**src/rtl/id_ex_operand_reg.sv**
```systemverilog
`default_nettype none
// ============================================================================
//  Module      : id_ex_operand_reg
//  Description : ID/EX pipeline register with operand forwarding for the
//                32-bit ALU. The register captures the decoded operands, the
//                immediate and the ALU control from ID. It supports stall
//                (hold) and flush (bubble). EX/MEM and MEM/WB results are
//                forwarded onto src1/src2. A saturating counter tracks the
//                number of bubble cycles.
//  Ports       : clk_i/rst_i       clock, synchronous active-low reset
//                stall_i/flush_i   hold / bubble insertion (flush wins)
//                valid_i, *_data_i, imm_i, alu_*_i, *_addr_i, reg_write_i
//                                  ID-stage fields
//                exmem_*/memwb_*   live forwarding sources
//                src1_o/src2_o     ALU operands
//                ctrl_o, rd_addr_o, reg_write_o, valid_o
//                                  stored fields passed to EX
//                fwd_a_o/fwd_b_o   forward selects (10 EX/MEM, 01 MEM/WB)
//                bubble_cnt_o      saturating bubble-cycle counter
//  Revision    : 1.0 - initial release
// ============================================================================
module id_ex_operand_reg #(
    parameter int DW   = 32,
    parameter int CNTW = 16
) (
    input  logic            clk_i,
    input  logic            rst_i,
    input  logic            stall_i,
    input  logic            flush_i,
    input  logic            valid_i,
    input  logic [DW-1:0]   rs_data_i,
    input  logic [DW-1:0]   rt_data_i,
    input  logic [DW-1:0]   imm_i,
    input  logic            alu_src_i,
    input  logic [3:0]      alu_ctrl_i,
    input  logic [4:0]      rs_addr_i,
    input  logic [4:0]      rt_addr_i,
    input  logic [4:0]      rd_addr_i,
    input  logic            reg_write_i,
    input  logic            exmem_reg_write_i,
    input  logic [4:0]      exmem_rd_i,
    input  logic [DW-1:0]   exmem_result_i,
    input  logic            memwb_reg_write_i,
    input  logic [4:0]      memwb_rd_i,
    input  logic [DW-1:0]   memwb_result_i,
    output logic [DW-1:0]   src1_o,
    output logic [DW-1:0]   src2_o,
    output logic [3:0]      ctrl_o,
    output logic [4:0]      rd_addr_o,
    output logic            reg_write_o,
    output logic            valid_o,
    output logic [1:0]      fwd_a_o,
    output logic [1:0]      fwd_b_o,
    output logic [CNTW-1:0] bubble_cnt_o
);

    // ALU control value that makes the ALU output 0; used for bubbles.
    localparam logic [3:0]      c_bubble_ctrl = 4'b1111;
    localparam logic [CNTW-1:0] c_cnt_max     = {CNTW{1'b1}};

    localparam logic [1:0] c_fwd_reg   = 2'b00;
    localparam logic [1:0] c_fwd_exmem = 2'b10;
    localparam logic [1:0] c_fwd_memwb = 2'b01;

    // Stored pipeline fields
    logic            r_valid;
    logic            r_reg_write;
    logic            r_alu_src;
    logic [3:0]      r_ctrl;
    logic [4:0]      r_rs_addr;
    logic [4:0]      r_rt_addr;
    logic [4:0]      r_rd_addr;
    logic [DW-1:0]   r_rs_data;
    logic [DW-1:0]   r_rt_data;
    logic [DW-1:0]   r_imm;
    logic [CNTW-1:0] r_bubble_cnt;

    logic [1:0]      w_fwd_a;
    logic [1:0]      w_fwd_b;
    logic [DW-1:0]   w_opa;
    logic [DW-1:0]   w_opb;

    // ------------------------------------------------------------------------
    // Pipeline register. An invalid ID instruction is stored as a bubble so
    // that nothing downstream (including forwarding) can see stale fields.
    // ------------------------------------------------------------------------
    always_ff @(posedge clk_i) begin
        if (!rst_i || flush_i || (!stall_i && !valid_i)) begin
            r_valid     <= 1'b0;
            r_reg_write <= 1'b0;
            r_alu_src   <= 1'b0;
            r_ctrl      <= c_bubble_ctrl;
            r_rs_addr   <= 5'd0;
            r_rt_addr   <= 5'd0;
            r_rd_addr   <= 5'd0;
            r_rs_data   <= '0;
            r_rt_data   <= '0;
            r_imm       <= '0;
        end else if (!stall_i) begin
            r_valid     <= 1'b1;
            r_reg_write <= reg_write_i;
            r_alu_src   <= alu_src_i;
            r_ctrl      <= alu_ctrl_i;
            r_rs_addr   <= rs_addr_i;
            r_rt_addr   <= rt_addr_i;
            r_rd_addr   <= rd_addr_i;
            r_rs_data   <= rs_data_i;
            r_rt_data   <= rt_data_i;
            r_imm       <= imm_i;
        end
    end

    // ------------------------------------------------------------------------
    // Bubble counter: counts edges on which the EX stage held a bubble,
    // saturating at all-ones.
    // ------------------------------------------------------------------------
    always_ff @(posedge clk_i) begin
        if (!rst_i) begin
            r_bubble_cnt <= '0;
        end else if (!r_valid && (r_bubble_cnt != c_cnt_max)) begin
            r_bubble_cnt <= r_bubble_cnt + 1'b1;
        end
    end

    // ------------------------------------------------------------------------
    // Forwarding select. EX/MEM holds the younger result, so it takes
    // priority over MEM/WB. Register 0 is hard-wired and never forwarded.
    // ------------------------------------------------------------------------
    function automatic logic [1:0] fwd_sel(
        input logic       valid,
        input logic [4:0] src_addr,
        input logic       exmem_we,
        input logic [4:0] exmem_rd,
        input logic       memwb_we,
        input logic [4:0] memwb_rd
    );
        logic [1:0] sel;
        sel = c_fwd_reg;
        if (valid) begin
            if (exmem_we && (exmem_rd != 5'd0) && (exmem_rd == src_addr)) begin
                sel = c_fwd_exmem;
            end else if (memwb_we && (memwb_rd != 5'd0) && (memwb_rd == src_addr)) begin
                sel = c_fwd_memwb;
            end
        end
        return sel;
    endfunction

    always_comb begin
        w_fwd_a = fwd_sel(r_valid, r_rs_addr, exmem_reg_write_i, exmem_rd_i,
                          memwb_reg_write_i, memwb_rd_i);
        w_fwd_b = fwd_sel(r_valid, r_rt_addr, exmem_reg_write_i, exmem_rd_i,
                          memwb_reg_write_i, memwb_rd_i);
    end

    always_comb begin
        case (w_fwd_a)
            c_fwd_exmem: w_opa = exmem_result_i;
            c_fwd_memwb: w_opa = memwb_result_i;
            default:     w_opa = r_rs_data;
        endcase
        case (w_fwd_b)
            c_fwd_exmem: w_opb = exmem_result_i;
            c_fwd_memwb: w_opb = memwb_result_i;
            default:     w_opb = r_rt_data;
        endcase
    end

    // Operand B forwarding is still resolved when the immediate is selected;
    // only the mux result is discarded.
    always_comb begin
        src1_o = '0;
        src2_o = '0;
        if (r_valid) begin
            src1_o = w_opa;
            src2_o = r_alu_src ? r_imm : w_opb;
        end
    end

    assign fwd_a_o      = w_fwd_a;
    assign fwd_b_o      = w_fwd_b;
    assign ctrl_o       = r_ctrl;
    assign rd_addr_o    = r_rd_addr;
    assign reg_write_o  = r_reg_write;
    assign valid_o      = r_valid;
    assign bubble_cnt_o = r_bubble_cnt;

endmodule
`default_nettype wire
```
**config.mk**
```make
export PLATFORM = sky130hd
export DESIGN_NAME = id_ex_operand_reg
export DESIGN_NICKNAME = d
export VERILOG_FILES = /design/src/rtl/id_ex_operand_reg.sv
export SDC_FILE = /design/constraint.sdc
export NUM_CORES = 1
export LEC_CHECK = 0
export BUFFER_PORTS_ARGS = -buffer_cell sky130_fd_sc_hd__buf_4
export CORE_UTILIZATION = 35
export DETAILED_ROUTE_END_ITERATION = 10
export RECOVER_POWER = 25
export SKIP_LAST_GASP = 1
export SYNTH_ARGS = -nofsm -noshare
export SYNTH_HDL_FRONTEND = slang
export SYNTH_SLANG_ARGS = --single-unit
```
**constraint.sdc**
```tcl
create_clock -name clk_i -period 3.65 [get_ports clk_i]
set_input_delay 0.1825 -clock clk_i [delete_from_list [all_inputs] [get_ports clk_i]]
set_output_delay 0.1825 -clock clk_i [all_outputs]
set_load 0.005 [all_outputs]
```
Word-level counts from Yosys, hierarchy flattened
Index checks and enable logic that the tools add are counted.
{"block": "word_totals", "register_bits": 134, "latchBits": 0, "ramBits": 0, "romBits": 0, "out_inout_bits": 95, "word_cells": 48, "memories": 0}
{"block": "op_classes", "add_sub_neg": 1, "n_mul": 0, "div_mod_pow": 0, "order_cmp": 0, "n_eq_ne": 9, "shift": 0, "n_mux": 11, "bitwise_logic": 0, "reduce_logical": 16}
{"operator": "$pmux W32 S2", "count": 2}
{"operator": "$mux W32", "count": 3}
{"operator": "$eq A5 B5 Y1", "count": 4}
{"operator": "$add A16 B1 Y16 const B", "count": 1}
{"operator": "$ne A16 B16 Y1 const B", "count": 1}
{"operator": "$reduce_bool A5 Y1", "count": 2}
{"operator": "$logic_and A1 B1 Y1", "count": 8}
{"operator": "$mux W2", "count": 4}
{"operator": "$eq A2 B1 Y1 const B", "count": 2}
{"operator": "$eq A2 B2 Y1 const B", "count": 2}
{"operator": "$logic_not A1 Y1", "count": 4}
{"operator": "$logic_or A1 B1 Y1", "count": 2}
{"operator": "$mux W1", "count": 2}

Logic depth before layout (Yosys ltp)
Gate-level depths: netlist (run 1).
{"block": "logic_depth", "word_depth": 10, "mapped_depth": 11, "depth_no_buf": 9}

Least setup slack after synthesis (run 1)
OpenSTA, ideal clock, no wires.
{"block": "synth_path", "path_type": "input to output", "from": "input exmem_rd_i[1]", "to": "output src2_o[10]", "t_arrival_ps": 2431, "required_time_ps": 3467, "setup_slack_ps": 1036, "cell_stages": 11, "path_buffers": 2, "path_cell_list": "or4_1 > o21ai_2 > nor4_1 > nor4_1 > ha_1 > clkbuf_1 > clkbuf_1 > a221oi_1 > nor3_1 > a21oi_1 > nor2_1"}
{"block": "synth_via", "elab_chain_cells": 9}
{"element": "from (decl)", "line_no": "41", "rtl": "input logic [4:0] exmem_rd_i,"}
{"element": "$reduce_bool A5 Y1", "line_no": "140", "rtl": "if (exmem_we && (exmem_rd != 5'd0) && (exmem_rd == src_addr)) begin"}
{"element": "$logic_and A1 B1 Y1", "line_no": "140"}
{"element": "$logic_and A1 B1 Y1 *", "line_no": "140"}
{"element": "$mux W2 *", "line_no": "140"}
{"element": "$mux W2 *", "line_no": "139", "rtl": "if (valid) begin"}
{"element": "via fwd_b_o[0]", "line_no": "53", "rtl": "output logic [1:0] fwd_b_o,"}
{"element": "$eq A2 B1 Y1 / $eq A2 B2 Y1 (equally long branches)", "line_no": "162", "rtl": "case (w_fwd_b)"}
{"element": "$pmux W32 S2 *", "line_no": "162"}
{"element": "$mux W32 *", "line_no": "176", "rtl": "src2_o = r_alu_src ? r_imm : w_opb;"}
{"element": "$mux W32 *", "line_no": "174", "rtl": "if (r_valid) begin"}
{"element": "to (decl)", "line_no": "47", "rtl": "output logic [DW-1:0] src2_o,"}
Mark *: on every way through the listed nets, which the timed path passes. The rest lies on a longest branch.

Worst setup path after layout (run 1)
{"block": "layout_path", "from": "register r_rt_addr[0]", "to": "output src2_o[1]"}
{"block": "layout_via", "elab_chain_cells": 9}
{"element": "from (decl)", "line_no": "71", "rtl": "logic [4:0] r_rt_addr;"}
{"element": "from (signal assigned)", "line_no": "105", "rtl": "r_rt_addr <= rt_addr_i;"}
{"element": "$eq A5 B5 Y1", "line_no": "142", "rtl": "end else if (memwb_we && (memwb_rd != 5'd0) && (memwb_rd == src_addr)) begin"}
{"element": "$logic_and A1 B1 Y1", "line_no": "142"}
{"element": "$mux W1", "line_no": "142"}
{"element": "$mux W2 *", "line_no": "140"}
{"element": "$mux W2 *", "line_no": "139"}
{"element": "$eq A2 B1 Y1 / $eq A2 B2 Y1 (equally long branches)", "line_no": "162"}
{"element": "$pmux W32 S2 *", "line_no": "162"}
{"element": "$mux W32 *", "line_no": "176"}
{"element": "$mux W32 *", "line_no": "174"}
Mark *: on every way between the ends. The rest lies on a longest branch, timed or not.

==> flow_summary.yaml, run 1 <==
global_route:
  gr-max-usage-layer: "met2"
  grt_antenna_before_repair: 0
  grt_first_pass_wirelength_um: 38400
  global_route.usage.met3_pct: 6.46
  grt_start_max_net_pins: 66
  grtUsageMet2_pct: 40.6
  grt_use_met1_pct: 28.7
  globalRouteTotalUtil_pct: 24.1
  grt_remaining_overflow: 0
  grt_pass1_vias: 7332
critical_path:
  cp_data_required_time_ns: 3.47
  critPathKind: "reg -> out"
  cp_data_arrival_time_ns: 3.14
  startpoint_type: "register"
  critical_path.endpoint_type: "output port"
  timing.critical_path.fanout_max: 32
cts:
  ctsLongestPathBuffers: 2
  tritoncts: "yes"
  total_setup_buffers_inserted_after_cts: 0
  worst_skew_pair.late_latency_ns: 0.41
  cts.htree.levels: 4
  cts_buf_count: 17
  worst_setup_hold_path_clk_slew_ns: 0.06
  cts_root_buf: "sky130_fd_sc_hd__clkbuf_16"
  tritoncts_num_sinks: 134
floorplanning:
  placement_rows: 51
  die_h_um: 143
  pin_count: 293
  die_x_um: 143
  initial_utilization_pct: 35.8
  floorplan.core_area_um2: 19500
  die_area_um2: 20600
place:
  detailed_place_hpwl_um: 17100
  place.gp.congestion: 0.836
  placedInstanceArea_um2: 9420
  placement.io_buffers: 292
  pre_cts_slack_ns: 0.455
power_and_ir_drop:
  total_power_mw: 3.92
  static_leak_nw: 4.66
  p_per_area_nw_per_um2: 354
  power.ir.vdd_worst_mv: 0.306
layout:
  final_area_um2: 11100
  final_common_cell: "sky130_fd_sc_hd__buf_4"
  antenna_cells: 0
  layout.nets: 1412
  area.growth.synth_to_final_pct: 58.0
  drive_gt1_share_pct: 27.9
  layout_common_cells: "sky130_fd_sc_hd__buf_4, sky130_fd_sc_hd__nor2_1, sky130_fd_sc_hd__dfxtp_1"
route:
  route.vias.total: 7583
  drt_pre_antenna_iters: 5
  detail_route.vias_per_cell: 5.10
  route.final.wire_length_um: 25100
  avgRoutedWirePerCell_um: 16.9
  antenna_left: 0
  drc_viols: 0
  first_iter_violations: 337
timing:
  grt_setup_unrepaired: "no"
  relSlewSlack_pct: -60.3
  final-max-slew-violation-count: 36
  postLayoutSetupSlackWorst_ns: 0.326
  fin_skew_ns: 0.00473
  holdWs_ns: 0.00932
  max_freq_mhz: 301
  finalSetupTns_ns: 0
  tightest_slew_ns: 2.40
  final.period_utilization_pct: 91.1
  finalSetupViolations: 0
  timing.final.hold_violations: 0
  fin_crit_ns: 3.32
run_status:
  status: "finished, violations left"
  violations: "capacitance limit, slew limit"
synth:
  yosys_register_bits: 134
  yosysSeqAreaShare_pct: 38.3
  netlist_instances: 850
  yosys_warnings: 0
  synthesis.area_per_instance_um2: 8.23
  synth.lib_cells_used.distinct: 41
  synth_fp_nets: 1053
  mappedNetlistArea_um2: 7000
worst_hold_path:
  kind_of_path_behind_the_tightest_hold_check: "in -> reg"
job:
  reported_max_cap_violation_count: 1
[stage by stage]
stage | cells | util (%)
global route | 1486 | 56.6
detailed placement | 1351 | 48.2
CTS | 1486 | 56.8
finish | 1486 | 56.6
floorplan | 850 | -
global placement | 1351 | 48.2
[area by class of cell]
| class | instances | area, um2 |
|---|---|---|
| clock buffer | 19 | 453 |
| inverter | 2 | 7.51 |
| tap | 265 | 332 |
| timing repair buffer | 414 | 3380 |
| multi-input combinational | 640 | 4020 |
| sequential | 134 | 2680 |
| clock inverter | 12 | 176 |
| fill | 1849 | 8470 |
[cell usage after synthesis, drive strengths merged]
cell type	count	share of area [%]
a22oi	33	3.5
a21boi	9	0.97
and4	2	0.25
clkbuf	50	2.7
buf	24	1.6
nor3b	3	0.32
o21ai	7	0.55
or3	5	0.45
and2	2	0.20
nand4	5	0.54
or4	9	0.97
nand2	10	0.54
xor2	4	0.50
and3b	1	0.13
inv	2	0.11
nand3	10	0.72
ha	5	0.89
nand2b	1	0.089
mux2i	113	16
o21bai	1	0.11
xnor2	16	2.0
o31ai	7	0.75
a211o	4	0.50
nor3	32	2.3
dfxtp	134	38
a221oi	32	4.0
nor2b	37	3.3
nand4b	1	0.13
or2	1	0.089
o211ai	4	0.43
nor4	5	0.54
o311a	1	0.14
a21oi	67	4.8
nor2	213	11
[report_power, final]
| group | total [mW] | internal, mW | switching, mW |
|---|---|---|---|
| logic | 0.529 | 0.318 | 0.211 |
| clock network | 1.86 | 1.18 | 0.681 |
| registers | 1.53 | 1.50 | 0.0274 |
| total | 3.92 | 3.00 | 0.919 |
[kinds of logic after synthesis]
kind of cell             after synthesis  synth area share, %
AND/OR/NAND/NOR                      337                 22.0
AO/OA/AOI/OAI                        165                 15.8
flip-flops                           134                 38.3
multiplexers                         113                 16.2
buffers and inverters                 76                 4.38
XOR/XNOR                              20                 2.50
adder cells (fa/ha/maj)                5                0.894
[worst max-delay path, cell delays in order, from the launching register on]
cell and delay (ns):
sky130_fd_sc_hd__dfxtp_1 0.39, sky130_fd_sc_hd__xnor2_1 0.14, sky130_fd_sc_hd__nand3_1 0.11, sky130_fd_sc_hd__nor4_2 0.42, sky130_fd_sc_hd__nor4_1 0.14, sky130_fd_sc_hd__ha_2 0.62
sky130_fd_sc_hd__buf_12 0.23, sky130_fd_sc_hd__nor2b_1 0.15, sky130_fd_sc_hd__nor3_1 0.06, sky130_fd_sc_hd__a21oi_1 0.22, sky130_fd_sc_hd__nor2_1 0.07, sky130_fd_sc_hd__buf_4 0.15
[timing repair]
| action | in CTS | in global routing |
|---|---|---|
| endpoints found under the hold margin | 104 | 0 |
| gates resized for setup | 0 | 1 |
| setup endpoints to repair | 0 | 7 |
| hold buffers | 104 | 0 |
[final timing paths]
check / startpoint / end / slack, ns / depth (start not counted)
worst min-delay path: rs_data_i[31] / r_rs_data[31] / 0.009 / 3
worst min register to register: ctrl_o[2] / ctrl_o[2] / 0.47 / 1
worst max-delay path: r_rt_addr[0] / src2_o[1] / 0.33 / 11
worst max register to register: valid_o / bubble_cnt_o[11] / 1.74 / 5
[sequential cells by signal, summed over array words and instances, names as in the netlist, 4 cells and up]
| register | cells |
|---|---|
| r_imm | 32 |
| r_rs_data | 32 |
| r_rt_data | 32 |
| bubble_cnt_o | 16 |
| r_rs_addr | 5 |
| r_rt_addr | 5 |
| rd_addr_o | 5 |
| ctrl_o | 4 |
[layer usage]
layer / part of all wire [%] / wire length (um)
met1: 42 / 10600
met2: 48 / 12000
met3: 7.3 / 1830
met5: 0 / 0
met4: 2.8 / 703
(Power assumes the default switching activity.)
==> run 2: changes to the inputs <==
- CORE_MARGIN: not set -> 2
- PLACE_DENSITY: not set -> 0.65
==> flow_summary.yaml, run 2 (same netlist as run 1, synthesis figures left out) <==
cts:
  cts.htree.levels: 4
  cts_root_buf: "sky130_fd_sc_hd__clkbuf_16"
  ctsLongestPathBuffers: 2
  worst_skew_pair.late_latency_ns: 0.42
  tritoncts: "yes"
  cts_buf_count: 17
  worst_setup_hold_path_clk_slew_ns: 0.06
  tritoncts_num_sinks: 134
critical_path:
  critPathKind: "reg -> out"
  worstReg2RegStart: "bubble_cnt_o[3]"
  cp_data_arrival_time_ns: 3.30
  startpoint_type: "register"
  timing.critical_path.fanout_max: 12
  r2r_slack_ns: 1.70
  cp_data_required_time_ns: 3.47
  reg2reg_to: "bubble_cnt_o[2]"
  critical_path.endpoint_type: "output port"
  reg2reg_depth: 5
timing:
  finalSetupTns_ns: 0
  fin_crit_ns: 3.49
  postLayoutSetupSlackWorst_ns: 0.164
  final.period_utilization_pct: 95.5
  timing.final.hold_violations: 0
  holdWs_ns: 0.0143
  tightest_slew_ns: 2.56
  relSlewSlack_pct: -70.5
  max_freq_mhz: 287
  final-max-slew-violation-count: 119
  finalSetupViolations: 0
  fin_skew_ns: 0.00904
route:
  antenna_left: 0
  drc_viols: 0
  detail_route.vias_per_cell: 5.17
  avgRoutedWirePerCell_um: 17.1
  first_iter_violations: 446
  drt_pre_antenna_iters: 7
  route.vias.total: 7684
  route.final.wire_length_um: 25500
layout:
  layout.nets: 1412
  drive_gt1_share_pct: 28.4
  layout_common_cells: "sky130_fd_sc_hd__buf_4, sky130_fd_sc_hd__nor2_1, sky130_fd_sc_hd__dfxtp_1"
  area.growth.synth_to_final_pct: 58.6
  biggestRegsByFlops: "r_imm (32), r_rs_data (32), r_rt_data (32)"
  post-route-util_pct: 56.9
  final_area_um2: 11100
  layout.cells.non_filler: 1486
  final.fill_count: 1827
  seqCellArea_um2: 2680
  multiInputGateArea_um2: 4030
  final_common_cell: "sky130_fd_sc_hd__buf_4"
  antenna_cells: 0
floorplanning:
  placement_rows: 51
  die_area_um2: 21100
  die_h_um: 145
  initial_utilization_pct: 35.8
  die_x_um: 145
  floorplan.core_area_um2: 19500
  pin_count: 293
place:
  placement.io_buffers: 292
  detailed_place_hpwl_um: 17000
  place.gp.congestion: 0.833
  placedInstanceArea_um2: 9420
  placed_cells_incl_taps: 1351
  pre_cts_slack_ns: 0.363
global_route:
  globalRouteTotalUtil_pct: 23.2
  grt_antenna_before_repair: 0
  grt_pass1_vias: 7542
  grt_start_max_net_pins: 119
  grt_remaining_overflow: 0
  grt_first_pass_wirelength_um: 39700
power_and_ir_drop:
  static_leak_nw: 4.69
  p_per_area_nw_per_um2: 360
  total_power_mw: 3.99
  power.ir.vdd_worst_mv: 0.305
run_status:
  violations: "capacitance limit, slew limit"
  status: "finished, violations left"
job:
  reported_max_cap_violation_count: 1
worst_hold_path:
  hold_start: "imm_i[18]"
  worst_hold_path.endpoint: "r_imm[18]"
  min_delay_path_depth: 3
  kind_of_path_behind_the_tightest_hold_check: "in -> reg"
## run 2: cell type report
type	count	share of cell area [%]
Timing Repair Buffer	414	30.6
Sequential cell	134	24.2
Tap cell	265	2.99
Clock inverter	11	1.77
Multi-Input combinational cell	640	36.3
Inverter	2	0.0676
Clock buffer	20	4.11
## run 2: worst max-delay path by stage
stage,start,endpoint,cells past startpoint
after floorplan,exmem_rd_i[1],src2_o[10],11
after CTS,r_rt_addr[0],src2_o[11],11
after global routing,r_rs_addr[2],src1_o[28],11
after detailed placement,exmem_rd_i[1],src2_o[19],12
final,r_rs_addr[2],src1_o[22],11
after global placement,exmem_rd_i[1],src2_o[19],12
## run 2: timing repair
action / in CTS / in global routing
hold buffers: 104 / 0
endpoints found under the hold margin: 104 / 0
resized for setup: 0 / 3
buffers inserted: 0 / 0
endpoints found under the setup margin: 0 / 47
## run 2: critical path: stages (launching register included)
cell                      delay [ns]
sky130_fd_sc_hd__dfxtp_1        0.42
sky130_fd_sc_hd__xnor2_1        0.15
sky130_fd_sc_hd__nand3_1        0.09
sky130_fd_sc_hd__nor4_1         0.60
sky130_fd_sc_hd__and2_2         0.27
sky130_fd_sc_hd__ha_1           0.52
sky130_fd_sc_hd__buf_4          0.30
sky130_fd_sc_hd__a22oi_1        0.12
sky130_fd_sc_hd__nor2_1         0.10
sky130_fd_sc_hd__a21oi_1        0.04
sky130_fd_sc_hd__nor2_1         0.13
sky130_fd_sc_hd__buf_4          0.13
## run 2: metal layers
layer	vias to the layer above	global-route usage [%]	wire [um]	part of all wire (%)
li1	3728	-	-	-
met1	3564	28.2	10700	42
met2	329	38.5	12000	47
met3	63	6.24	1900	7.5
met4	0	10.4	921	3.6
met5	-	0	0	0
## run 2: report_power, final
part           internal, mW  total [mW]  switching, mW
clock network          1.25        1.93          0.677
logic                 0.319       0.534          0.214
registers              1.50        1.53         0.0298
